### src/rtl/cla_pipe_adder.sv
// Pipelined carry-lookahead adder/subtractor with valid/ready handshakes.
// Ports: clk, rst_n; in_valid/in_ready, a, b, cin, sub; out_valid/out_ready, sum, cout, ovf, zero.
module cla_pipe_adder #(
   parameter int adder_size   = 32,
   parameter int data_width   = 4,
   parameter int stage_blocks = 2
) (
   input  logic                  clk,
   input  logic                  rst_n,
   input  logic                  in_valid,
   output logic                  in_ready,
   input  logic [adder_size-1:0] a,
   input  logic [adder_size-1:0] b,
   input  logic                  cin,
   input  logic                  sub,
   output logic                  out_valid,
   input  logic                  out_ready,
   output logic [adder_size-1:0] sum,
   output logic                  cout,
   output logic                  ovf,
   output logic                  zero
);

   localparam int W  = adder_size;
   localparam int DW = data_width;
   localparam int SB = stage_blocks;
   localparam int SW = DW * SB;
   localparam int NB = W / DW;
   localparam int NS = NB / SB;

   generate
      if ((adder_size % (data_width * stage_blocks)) != 0) begin : g_bad_cfg
         $error("cla_pipe_adder: adder_size must be a multiple of data_width*stage_blocks");
      end
   endgenerate

   // Per-bit lookahead carries of one block: c[i+1] is the full
   // sum-of-products over g/p of bits i..0 and the block carry-in.
   function automatic logic [DW:0] blk_carry(
      input logic [DW-1:0] g,
      input logic [DW-1:0] p,
      input logic          ci
   );
      logic [DW:0] c;
      logic        t;
      logic        pp;
      c    = '0;
      c[0] = ci;
      for (int i = 0; i < DW; i++) begin
         t  = g[i];
         pp = p[i];
         for (int j = i - 1; j >= 0; j--) begin
            t  = t | (pp & g[j]);
            pp = pp & p[j];
         end
         c[i+1] = t | (pp & ci);
      end
      return c;
   endfunction

   logic [W-1:0] a_q [NS];
   logic [W-1:0] b_q [NS];
   logic [W-1:0] s_q [NS];
   logic [W-1:0] s_d [NS];
   logic [NS-1:0] v_q;
   logic [NS-1:0] c_q;
   logic [NS-1:0] c_d;
   logic          cm_q;
   logic          cm_d;

   logic [W-1:0] ai [NS];
   logic [W-1:0] bi [NS];
   logic [W-1:0] si [NS];
   logic [NS-1:0] ci;
   logic [NS-1:0] vi;

   logic         advance;
   logic [W-1:0] b_eff;
   logic         c0;

   assign advance = !v_q[NS-1] || out_ready;
   assign b_eff   = sub ? ~b : b;
   assign c0      = sub ? 1'b1 : cin;

   always_comb begin
      ai[0] = a;
      bi[0] = b_eff;
      si[0] = '0;
      ci[0] = c0;
      vi[0] = in_valid;
      for (int k = 1; k < NS; k++) begin
         ai[k] = a_q[k-1];
         bi[k] = b_q[k-1];
         si[k] = s_q[k-1];
         ci[k] = c_q[k-1];
         vi[k] = v_q[k-1];
      end
   end

   always_comb begin
      logic [DW-1:0] g;
      logic [DW-1:0] p;
      logic [DW:0]   cv;
      logic          cc;
      int            lo;
      g    = '0;
      p    = '0;
      cv   = '0;
      cc   = 1'b0;
      lo   = 0;
      cm_d = 1'b0;
      c_d  = '0;
      for (int k = 0; k < NS; k++) begin
         s_d[k] = si[k];
         cc     = ci[k];
         for (int blk = 0; blk < SB; blk++) begin
            lo = k * SW + blk * DW;
            g  = ai[k][lo +: DW] & bi[k][lo +: DW];
            p  = ai[k][lo +: DW] ^ bi[k][lo +: DW];
            cv = blk_carry(g, p, cc);
            s_d[k][lo +: DW] = p ^ cv[DW-1:0];
            // carry into the MSB feeds the signed overflow flag
            if (k == NS - 1 && blk == SB - 1) begin
               cm_d = cv[DW-1];
            end
            cc = cv[DW];
         end
         c_d[k] = cc;
      end
   end

   // Data registers load only with a valid op, so X operands on
   // bubbles never reach the outputs.
   always_ff @(posedge clk or negedge rst_n) begin
      if (!rst_n) begin
         v_q  <= '0;
         c_q  <= '0;
         cm_q <= 1'b0;
         for (int k = 0; k < NS; k++) begin
            a_q[k] <= '0;
            b_q[k] <= '0;
            s_q[k] <= '0;
         end
      end else if (advance) begin
         for (int k = 0; k < NS; k++) begin
            v_q[k] <= vi[k];
            if (vi[k]) begin
               a_q[k] <= ai[k];
               b_q[k] <= bi[k];
               s_q[k] <= s_d[k];
               c_q[k] <= c_d[k];
            end
         end
         if (vi[NS-1]) begin
            cm_q <= cm_d;
         end
      end
   end

   // Skew-register bits below the current slice are never read again.
   logic unused_skew;
   always_comb begin
      unused_skew = 1'b0;
      for (int k = 0; k < NS; k++) begin
         unused_skew = unused_skew ^ (^a_q[k]) ^ (^b_q[k]);
      end
   end

   assign in_ready  = advance;
   assign out_valid = v_q[NS-1];
   assign sum       = s_q[NS-1];
   assign cout      = c_q[NS-1];
   assign ovf       = cm_q ^ c_q[NS-1];
   // qualified by valid so the flag reads 0 while the output is empty
   assign zero      = v_q[NS-1] & ~|s_q[NS-1];

endmodule
### config.mk
export PLATFORM = sky130hd
export DESIGN_NAME = cla_pipe_adder
export DESIGN_NICKNAME = d
export VERILOG_FILES = /design/src/rtl/cla_pipe_adder.sv
export SDC_FILE = /design/constraint.sdc
export NUM_CORES = 1
export LEC_CHECK = 0
export BUFFER_PORTS_ARGS = -buffer_cell sky130_fd_sc_hd__buf_2
export CORE_MARGIN = 5
export CORE_UTILIZATION = 30
export CTS_CLUSTER_DIAMETER = 30
export DETAILED_ROUTE_END_ITERATION = 10
export GPL_ROUTABILITY_DRIVEN = 1
export PLACE_DENSITY_LB_ADDON = 0.05
export RECOVER_POWER = 50
export SETUP_SLACK_MARGIN = 0.05
export SLEW_MARGIN = 20
export SYNTH_ARGS = -nofsm -noshare
export SYNTH_HDL_FRONTEND = slang
export SYNTH_SLANG_ARGS = --single-unit
### constraint.sdc
create_clock -name clk -period 3.7 [get_ports clk]
set_input_delay 0 -clock clk [delete_from_list [all_inputs] [get_ports clk]]
set_output_delay 0 -clock clk [all_outputs]
set_load 0.02 [all_outputs]
==> results_dict.tcl, run 1 <==
set metrics [dict create \
    place_congestion 0.748 \
    vias 5744 \
    yosys.cell_types.count 47 \
    drt_iter0_markers 205 \
    area_delta_synth_final_pct 22.9 \
    drtAntennaViolNets 0 \
    cts_buffers 17 \
    drt_pass1_iterations 4 \
    fp.dieH_um 179 \
    ys_ff_latch 185 \
    syn_area_um2 8560 \
    cp-start-kind "register" \
    io_buffer_count 106 \
    worst_slew_pin_slew_ns 2.24 \
    path_clk_slew_ns 0.07 \
    start_util_pct 30.6 \
    viasPerCell 4.52 \
    die_w_um 179 \
    cts.sinks 185 \
    cp_data_required_time_ns 3.99 \
    violations "max-capacitance violations, max-slew violations" \
    finalSetupTns_ns 0 \
    status "finished, violations left" \
    final_nets 990 \
    syn_inst 729 \
    dp_worst_setup_slack_ns 1.40 \
    holdBufCountCts 50 \
    syn_nets 839 \
    cp-end-kind "register" \
    totalWireLength_um 20100 \
    clk_latency_ns 0.42 \
    n_antenna_cell 0 \
    arrival_ns 2.95 \
    finalSetupViolations 0 \
    hold_viol 0 \
    final_common_cell "dfrtp_1" \
    grt_pass1_wl_um 32600 \
    cts_tree "yes" \
    drc 0 \
    core_area_um2 28000 \
    clock.fmax_mhz 376 \
    whs_ns 0.0296 \
    h-tree-depth 4 \
    ys_seq_area_share_pct 54.1 \
    drive_above_1_share_pct 24.7 \
    critPathKind "reg2reg" \
    slew_headroom_pct -49.4 \
    cp_max_fo 46 \
    grt_overflow 0 \
    wl_per_cell_um 15.8 \
    dieArea_um2 32000 \
    hold_class "in2reg" \
    grt_use_total_pct 13.0 \
    antenna_found_initial 0 \
    post-route-period-util_pct 71.9 \
    rows 61 \
    avgSynthCellArea_um2 11.7 \
    yosys_warnings 0 \
    postCtsSetupBuffers 0 \
    finClkSkew_ns 0.00904 \
    p_leak_nw 4.82 \
    dp.cells 1189 \
    powerDensity_nw_per_um2 851 \
    min_period_ns 2.66 \
    report.final.slew_viol_count 89 \
    cts_buffer_depth 2 \
    instances_no_fill 1271 \
    setup_ws_ns 1.04 \
    ir_drop_mv 0.342 \
    rsz0062_at_grt "no" \
    ys_dominant_reg_cell "dfrtp_1" \
    synthArstFlopShare_pct 100 \
    ctsResizeCount 0 \
    mostFrequentLayoutCells "dfrtp_1 (185), nand2_1 (124), mux2_2 (99)" \
    synth_edf_count 0 \
    maxCapViolations 1 \
    dp_hpwl_um 14900 \
    power_mw 8.95 \
    cts-root-buf "clkbuf_16" \
    io_pins 107 \
    r2r_slack_ns 1.04 \
    grt_pass1_vias 5814 \
    grt_max_degree 89 \
]
==> cells in the mapped netlist (4+ instances only) <==
library cell / count / area, um2
inv_1: 19 / 71.3
nand2_1: 124 / 465
nand2_2: 4 / 25.0
mux2_2: 99 / 1110
o211ai_1: 4 / 30.0
xor2_1: 15 / 131
nand2b_1: 5 / 31.3
nor2_1: 18 / 67.6
xnor2_1: 30 / 263
buf_2: 18 / 90.1
nor4_1: 6 / 37.5
ha_1: 32 / 400
fa_1: 8 / 160
nand3_1: 6 / 30.0
nand4b_1: 5 / 43.8
o21ai_0: 48 / 240
a211oi_1: 7 / 52.6
buf_4: 10 / 75.1
o311a_1: 4 / 40.0
nand4_1: 6 / 37.5
a21oi_1: 14 / 70.1
a21o_1: 7 / 52.6
o21ai_1: 8 / 40.0
o31ai_1: 6 / 45.0
dfrtp_1: 185 / 4630
nor3_1: 5 / 25.0
==> through the flow <==
| step | util [%] | cell area, um2 |
|---|---|---|
| after detailed placement | 33.7 | 9450 |
| final | 37.6 | 10500 |
| after global placement | 33.7 | 9450 |
| after global routing | 37.6 | 10500 |
| after floorplan | - | 8560 |
| after CTS | 37.8 | 10600 |
==> report_power, final <==
part | internal, mW | total, mW | switching (mW)
combinational | 1.57 | 3.38 | 1.81
sequential | 2.92 | 3.61 | 0.690
clock | 1.14 | 1.96 | 0.816
==> state kept, by name (all words and copies together) (netlist names) <==
signal,flops
s_d,48
b_q,48
sum,32
v_q,4
cm_q,1
c_q,4
a_q,48
==> final cells by class <==
| class | instances | area (um2) |
|---|---|---|
| Clock buffer | 19 | 433 |
| Clock inverter | 13 | 194 |
| Fill cell | 2800 | 17500 |
| Inverter | 20 | 77.6 |
| Multi-Input combinational cell | 492 | 3670 |
| Sequential cell | 185 | 4630 |
| Tap cell | 378 | 473 |
| Timing Repair Buffer | 164 | 1050 |
==> worst paths after layout <==
| check | end | cells after the start | startpoint |
|---|---|---|---|
| worst max-delay path | b_q[110]$_DFFE_PN0P_ | 5 | v_q[3]$_DFFE_PN0N_ |
| min in group asynchronous | sum[27]$_DFFE_PN0P_ | 2 | rst_n |
| worst min register to register | a_q[126]$_DFFE_PN0P_ | 2 | a_q[126]$_DFFE_PN0P_ |
| worst min-delay path | s_d[64]$_DFFE_PN0P_ | 4 | a[0] |
| worst max register to register | b_q[110]$_DFFE_PN0P_ | 5 | v_q[3]$_DFFE_PN0N_ |
| max in group asynchronous | s_d[22]$_DFFE_PN0P_ | 3 | rst_n |
==> layer usage <==
metal  up-vias  track usage [%]  share of wire (%)  routed length, um
li1       2831                -                  -                  -
met1      2797             20.6                 54              10800
met2       104             18.0                 41               8300
met3        12             2.47                4.0                806
met4         0             3.17               0.94                189
met5         -                0                  0                  0
==> critical path, stage by stage (launching register included) <==
cell	delay, ns
dfrtp_1	0.37
nor2b_1	0.58
inv_4	0.24
nand2_2	0.68
buf_4	0.48
o21ai_0	0.16
==> cells by family (layout without fill, tap and decap cells) <==
logic type | after synthesis | in the layout | synth area share (%)
XOR/XNOR | 45 | 45 | 4.60
multiplexers | 99 | 99 | 13.0
flip-flops | 185 | 185 | 54.1
adder cells (fa/ha/maj) | 40 | 40 | 6.54
buffers and inverters | 52 | 216 | 3.10
AO/OA/AOI/OAI | 117 | 117 | 8.72
AND/OR/NAND/NOR | 191 | 191 | 9.96
No activity file was read; power rests on OpenSTA's default activity.
==> inputs of run 2 (changes only) <==
--- a/config.mk
+++ b/config.mk
@@ -5,6 +5,7 @@
 export SDC_FILE = /design/constraint.sdc
 export NUM_CORES = 1
 export LEC_CHECK = 0
+export ABC_AREA = 1
 export BUFFER_PORTS_ARGS = -buffer_cell sky130_fd_sc_hd__buf_2
 export CORE_MARGIN = 5
 export CORE_UTILIZATION = 30
==> constraint.sdc (replaced) <==
create_clock -name clk -period 2.45 [get_ports clk]
set_input_delay 0 -clock clk [delete_from_list [all_inputs] [get_ports clk]]
set_output_delay 0 -clock clk [all_outputs]
set_load 0.02 [all_outputs]
==> run 2 against run 1 <==
The flow now finishes without violations; sequential share of layout area grew 0.27 points; clock skew grew 0.0019 ns; synthesized cell count grew 31%; global-route usage grew 0.58 points; largest power group unchanged.
==> results_dict.tcl, run 2 <==
set metrics [dict create \
    powerDensity_nw_per_um2 1160 \
    ys_dominant_reg_cell "dfrtp_1" \
    grt_max_degree 76 \
    cts_buffer_depth 2 \
    io_buffer_count 106 \
    netlist.area_leader.share_pct 54.2 \
    nFillCells 2970 \
    syn_area_um2 8530 \
    p_switching_mw 4.86 \
    io_pins 107 \
    ys_ff_latch 185 \
    synthTopCellsByCount "nand2_1 (371), dfrtp_1 (185), o21ai_0 (96)" \
    finClkSkew_ns 0.0110 \
    die_w_um 179 \
    grt_pass1_wl_um 34400 \
    setup_ws_ns 0.600 \
    n_antenna_cell 0 \
    fp.dieH_um 179 \
    syn_inst 955 \
    p_int_mw 7.31 \
    synth-compound-area-share_pct 7.81 \
    hold_class "in2reg" \
    critPathKind "reg2reg" \
    clockPowerShare_pct 22.3 \
    rows 61 \
    cts.sinks 185 \
    sequentialPowerShare_pct 41.2 \
    cp_max_fo 3 \
    ir_drop_mv 0.450 \
    drc 0 \
    h-tree-depth 4 \
    hold_viol 0 \
    finalSetupViolations 0 \
    synth-simple-area-share_pct 20.4 \
    grt_overflow 0 \
    drt_iter0_markers 358 \
    worst_slew_pin_slew_ns 0.649 \
    fin_util_pct 37.4 \
    clock.fmax_mhz 541 \
    rsz0062_at_grt "no" \
    min_period_ns 1.85 \
    path_clk_slew_ns 0.07 \
    final_common_cell "nand2_1" \
    synth_top_family_by_area "simple AND/OR/NAND/NOR gates" \
    core_area_um2 27900 \
    report.final.slew_viol_count 0 \
    drtAntennaViolNets 0 \
    swShare_pct 39.9 \
    final-seq-area_um2 4630 \
    mostFrequentLayoutCells "nand2_1 (371), dfrtp_1 (185), o21ai_0 (96)" \
    post-route-period-util_pct 75.5 \
    final_nets 1212 \
    synth_edf_count 0 \
    yosys.cell_types.count 32 \
    cp-start-kind "register" \
    area_delta_synth_final_pct 22.5 \
    arrival_ns 2.14 \
    synthArstFlopShare_pct 100 \
    dieArea_um2 31900 \
    dp_worst_setup_slack_ns 0.543 \
    status "finished, final reports clean" \
    drt_pass1_iterations 4 \
    cp_data_required_time_ns 2.74 \
    cp-end-kind "register" \
    start_util_pct 30.6 \
    antenna_found_initial 0 \
    finalSetupTns_ns 0 \
    cts-root-buf "clkbuf_16" \
    wl_per_cell_um 13.6 \
    dp_hpwl_um 14200 \
    synthTopCellsByArea "dfrtp_1 (54%), nand2_1 (16%), o21ai_0 (5.6%)" \
    yosysTopAreaCell "dfrtp_1" \
    slew_headroom_pct 56.8 \
    maxCapViolations 0 \
    multi_input_area_um2 3350 \
    grt_pass1_vias 6396 \
    cts_tree "yes" \
    vias 6176 \
    drive_above_1_share_pct 11.2 \
    clk_latency_ns 0.43 \
    synth_xor_area_share_pct 4.52 \
    ys_seq_area_share_pct 54.2 \
    cts_buffers 17 \
    viasPerCell 4.14 \
    avgSynthCellArea_um2 8.94 \
    synth.mux.area_fraction_pct 0 \
    yosysMostFrequentCell "nand2_1" \
    p_leak_nw 5.30 \
    yosys_warnings 0 \
    place_congestion 0.745 \
    combPwrFrac_pct 36.5 \
    postCtsSetupBuffers 0 \
    synthAdderAreaFrac_pct 6.57 \
    syn_nets 1065 \
    grt_use_total_pct 13.6 \
    totalWireLength_um 20200 \
]
run 2: changes by cell type in the layout (fill, tap and decap cells not counted), moves of 13 or more:
cell	previous run	this run
nor2_1	17	30
o21ai_0	48	96
nand3_1	6	23
nand2_1	124	371
mux2_2	99	0
inv_1	19	74
run 2: per-layer routing:
layer | vias to the layer above | global-route usage [%] | share of wire (%)
met5 | - | 0 | 0
met4 | 0 | 3.65 | 1.2
met3 | 14 | 2.47 | 3.6
met2 | 101 | 18.6 | 39
met1 | 2768 | 21.6 | 56
li1 | 3293 | - | -
run 2: worst paths after layout:
path / from / end / cells past startpoint / slack, ns
min in group asynchronous: rst_n / sum[4]$_DFFE_PN0P_ / 2 / 0.16
worst min register to register: s_d[15]$_DFFE_PN0P_ / s_d[15]$_DFFE_PN0P_ / 2 / 0.47
max in group asynchronous: rst_n / b_q[110]$_DFFE_PN0P_ / 3 / 1.48
worst min-delay path: out_ready / v_q[1]$_DFFE_PN0N_ / 4 / 0.03
worst max register to register: a_q[105]$_DFFE_PN0P_ / s_d[45]$_DFFE_PN0P_ / 9 / 0.60
worst max-delay path: a_q[105]$_DFFE_PN0P_ / s_d[45]$_DFFE_PN0P_ / 9 / 0.60
run 2: cells by family after synthesis:
family / after synthesis
AND/OR/NAND/NOR: 437
flip-flops: 185
AO/OA/AOI/OAI: 130
buffers and inverters: 119
XOR/XNOR: 44
adder cells (fa/ha/maj): 40
run 2: cell type report:
type	count	area share, %
clock buffers	19	4.14
clock inverters	13	1.32
inverters	80	2.92
multi-input cells	651	32.0
flip-flops and latches	185	44.3
well taps	378	4.52
repair buffers	167	10.8
run 2: critical path, cell delays in order (launching register included):
cell and delay [ns]:
dfrtp_1 0.38, ha_1 0.32, inv_1 0.06, nand2_1 0.07, nand3_1 0.09, nand2_1 0.09, fa_1 0.38, xor2_1 0.17
nand2_1 0.06, o21ai_0 0.08
run 2: power by group through the flow:
stage,registers [mW],logic [mW],clock network (mW)
finish,5.02,4.45,2.71
global placement,5.07,4.55,0
global route,5.20,5.29,2.90
floorplan,5.14,3.05,0
CTS,5.03,4.66,2.80
detailed placement,5.09,4.57,0
run 2: metrics by stage:
step / hold WS [ns] / cell area, um2 / total power, mW / std cells
floorplan: -0.296 / 8530 / 8.19 / 955
global placement: 0.0871 / 9430 / 9.62 / 1411
detailed placement: 0.0839 / 9430 / 9.65 / 1411
CTS: 0.0241 / 10500 / 12.5 / 1493
global route: 0.0337 / 10500 / 13.4 / 1493
finish: 0.0265 / 10500 / 12.2 / 1493
run 2: repair_timing:
action | CTS | global route
endpoints found under the setup margin | 0 | 0
resized for setup | 0 | 0
hold buffers | 50 | 0
hold endpoints to repair | 122 | 0
==> inputs of run 3 (changes only) <==
==> constraint.sdc (replaced) <==
create_clock -name clk -period 1.65 [get_ports clk]
set_input_delay 0 -clock clk [delete_from_list [all_inputs] [get_ports clk]]
set_output_delay 0 -clock clk [all_outputs]
set_load 0.02 [all_outputs]
==> run 3 against run 2 <==
The flow now finishes with violations (negative setup slack); wire length is 1.5% higher; final cell count grew 3.1%; largest cell class unchanged; utilization increased by 2.5 points; sequential power is 50% higher; total power grew 62%; clock skew increased by 0.0039 ns; largest power group is now combinational logic.
==> results_dict.tcl, run 3 (same netlist as run 2, synthesis figures left out) <==
set metrics [dict create \
    cp-end-kind "register" \
    slew_headroom_pct 19.7 \
    cp_data_required_time_ns 1.97 \
    combPwrFrac_pct 40.7 \
    clockPowerShare_pct 21.2 \
    sequentialPowerShare_pct 38.1 \
    p_switching_mw 7.62 \
    fin_util_pct 39.9 \
    final-seq-area_um2 4630 \
    critPathKind "reg2reg" \
    antenna_found_initial 0 \
    hold_viol 0 \
    drc 0 \
    cts.sinks 185 \
    io_pins 107 \
    p_leak_nw 5.68 \
    report.final.slew_viol_count 0 \
    worstRegToRegCells 9 \
    multi_input_area_um2 3630 \
    setup_ws_ns -0.00297 \
    maxCapViolations 0 \
    power_mw 19.7 \
    rows 61 \
    drive_above_1_share_pct 21.2 \
    regToRegStartpoint "a_q[82]$_DFFE_PN0P_" \
    cp_max_fo 3 \
    clock.fmax_mhz 605 \
    mostFrequentLayoutCells "nand2_1 (354), dfrtp_1 (185), buf_2 (90)" \
    hold_class "in2reg" \
    dp_hpwl_um 14800 \
    min_period_ns 1.65 \
    worstReg2RegEnd "s_d[21]$_DFFE_PN0P_" \
    core_area_um2 27900 \
    swShare_pct 38.6 \
    grt_max_degree 62 \
    p_int_mw 12.1 \
    worst_slew_pin_slew_ns 1.20 \
    dp_worst_setup_slack_ns -0.0691 \
    violations "negative setup slack" \
    grt_use_total_pct 13.5 \
    finClkSkew_ns 0.0148 \
    drt_iter0_markers 323 \
    finalSetupViolations 1 \
    cts_buffer_depth 2 \
    powerDensity_nw_per_um2 1770 \
    cts_buffers 17 \
    die_w_um 179 \
    arrival_ns 1.97 \
    ir_drop_mv 0.650 \
    cts-root-buf "clkbuf_16" \
    drtAntennaViolNets 0 \
    io_buffer_count 106 \
    cts_tree "yes" \
    h-tree-depth 4 \
    drt_pass1_iterations 7 \
    place_congestion 0.720 \
    dieArea_um2 31900 \
    hold_depth 4 \
    area_delta_synth_final_pct 30.7 \
    cp-start-kind "register" \
    grt_overflow 0 \
    viasPerCell 4.17 \
    hold_path_startpoint "out_ready" \
    path_clk_slew_ns 0.07 \
    finalInstanceArea_um2 11200 \
    start_util_pct 30.6 \
    place_area_um2 9780 \
    status "finished, violations left" \
    final_common_cell "nand2_1" \
    post-route-period-util_pct 100 \
    clk_latency_ns 0.43 \
    totalWireLength_um 20500 \
    min_to "b_q[89]$_DFFE_PN0P_" \
    vias 6410 \
    grt_pass1_vias 6460 \
    nFillCells 2924 \
    crit_path_start "a_q[82]$_DFFE_PN0P_" \
    finalSetupTns_ns -0.00297 \
    wl_per_cell_um 13.3 \
    r2r_slack_ns -0.003 \
    grt_pass1_wl_um 34200 \
    final_nets 1259 \
    rsz0062_at_grt "yes" \
    fp.dieH_um 179 \
    n_antenna_cell 0 \
]
[run 3: changes by cell type in the layout (fill, tap and decap cells not counted), moves of 6 or more]
cell	change
ha_4	+7
buf_2	+19
nand2_2	+14
a21oi_1	-6
a21oi_2	+6
o21ai_0	-9
nand2_1	-17
o21ai_1	+9
nand3_2	+7
buf_4	+41
ha_1	-7
clkbuf_1	-22
nand3_1	-7
[run 3: worst max-delay path, cell delays in order, from the launching register on]
cell and delay (ns):
dfrtp_1 0.39, ha_1 0.32, nand2_1 0.07, inv_1 0.04
nand3_2 0.08, nand2_4 0.06, fa_2 0.33, xor2_1 0.14
nand2_1 0.06, o21ai_1 0.05
[run 3: metal layers]
metal	GRT usage (%)	vias to the layer above	routed length [um]
met3	2.43	8	681
met2	18.9	105	8080
li1	-	3385	-
met4	3.07	0	168
met5	0	-	0
met1	21.4	2912	11600
[run 3: worst max path at each step]
stage / slack, ns / endpoint / cells past startpoint
global route: -0.09 / s_d[21]$_DFFE_PN0P_ / 9
detailed placement: -0.07 / s_d[21]$_DFFE_PN0P_ / 7
global placement: -0.06 / s_d[21]$_DFFE_PN0P_ / 9
finish: -0.003 / s_d[21]$_DFFE_PN0P_ / 9
floorplan: -0.03 / s_d[68]$_DFFE_PN0P_ / 11
CTS: -0.05 / s_d[21]$_DFFE_PN0P_ / 9
[run 3: cell type report]
cell class / instances / share of cell area [%]
multi-input cells: 651 / 32.5
clock inverters: 11 / 1.22
clock buffers: 20 / 4.18
flip-flops and latches: 185 / 41.5
inverters: 80 / 2.74
repair buffers: 214 / 13.6
well taps: 378 / 4.24
[run 3: timing repair]
item	4_1_cts	5_1_grt
gates resized for setup	16	36
endpoints found under the setup margin	8	20
hold buffers	50	0
endpoints found under the hold margin	234	0
buffers inserted	4	5
pin swaps	12	18
[run 3: per-stage QoR]
step                cells  hold WS [ns]
finish               1539        0.0269
global route         1539        0.0254
floorplan             955        -0.296
detailed placement   1450       -0.0207
CTS                  1535        0.0153
global placement     1450       -0.0186
[run 3: power by group through the flow]
stage | logic (mW) | clock network [mW] | registers, mW
global placement | 7.39 | 0 | 7.53
detailed placement | 7.43 | 0 | 7.55
global route | 9.30 | 4.51 | 7.78
finish | 8.04 | 4.18 | 7.53
floorplan | 4.58 | 0 | 7.64
CTS | 7.78 | 4.35 | 7.51
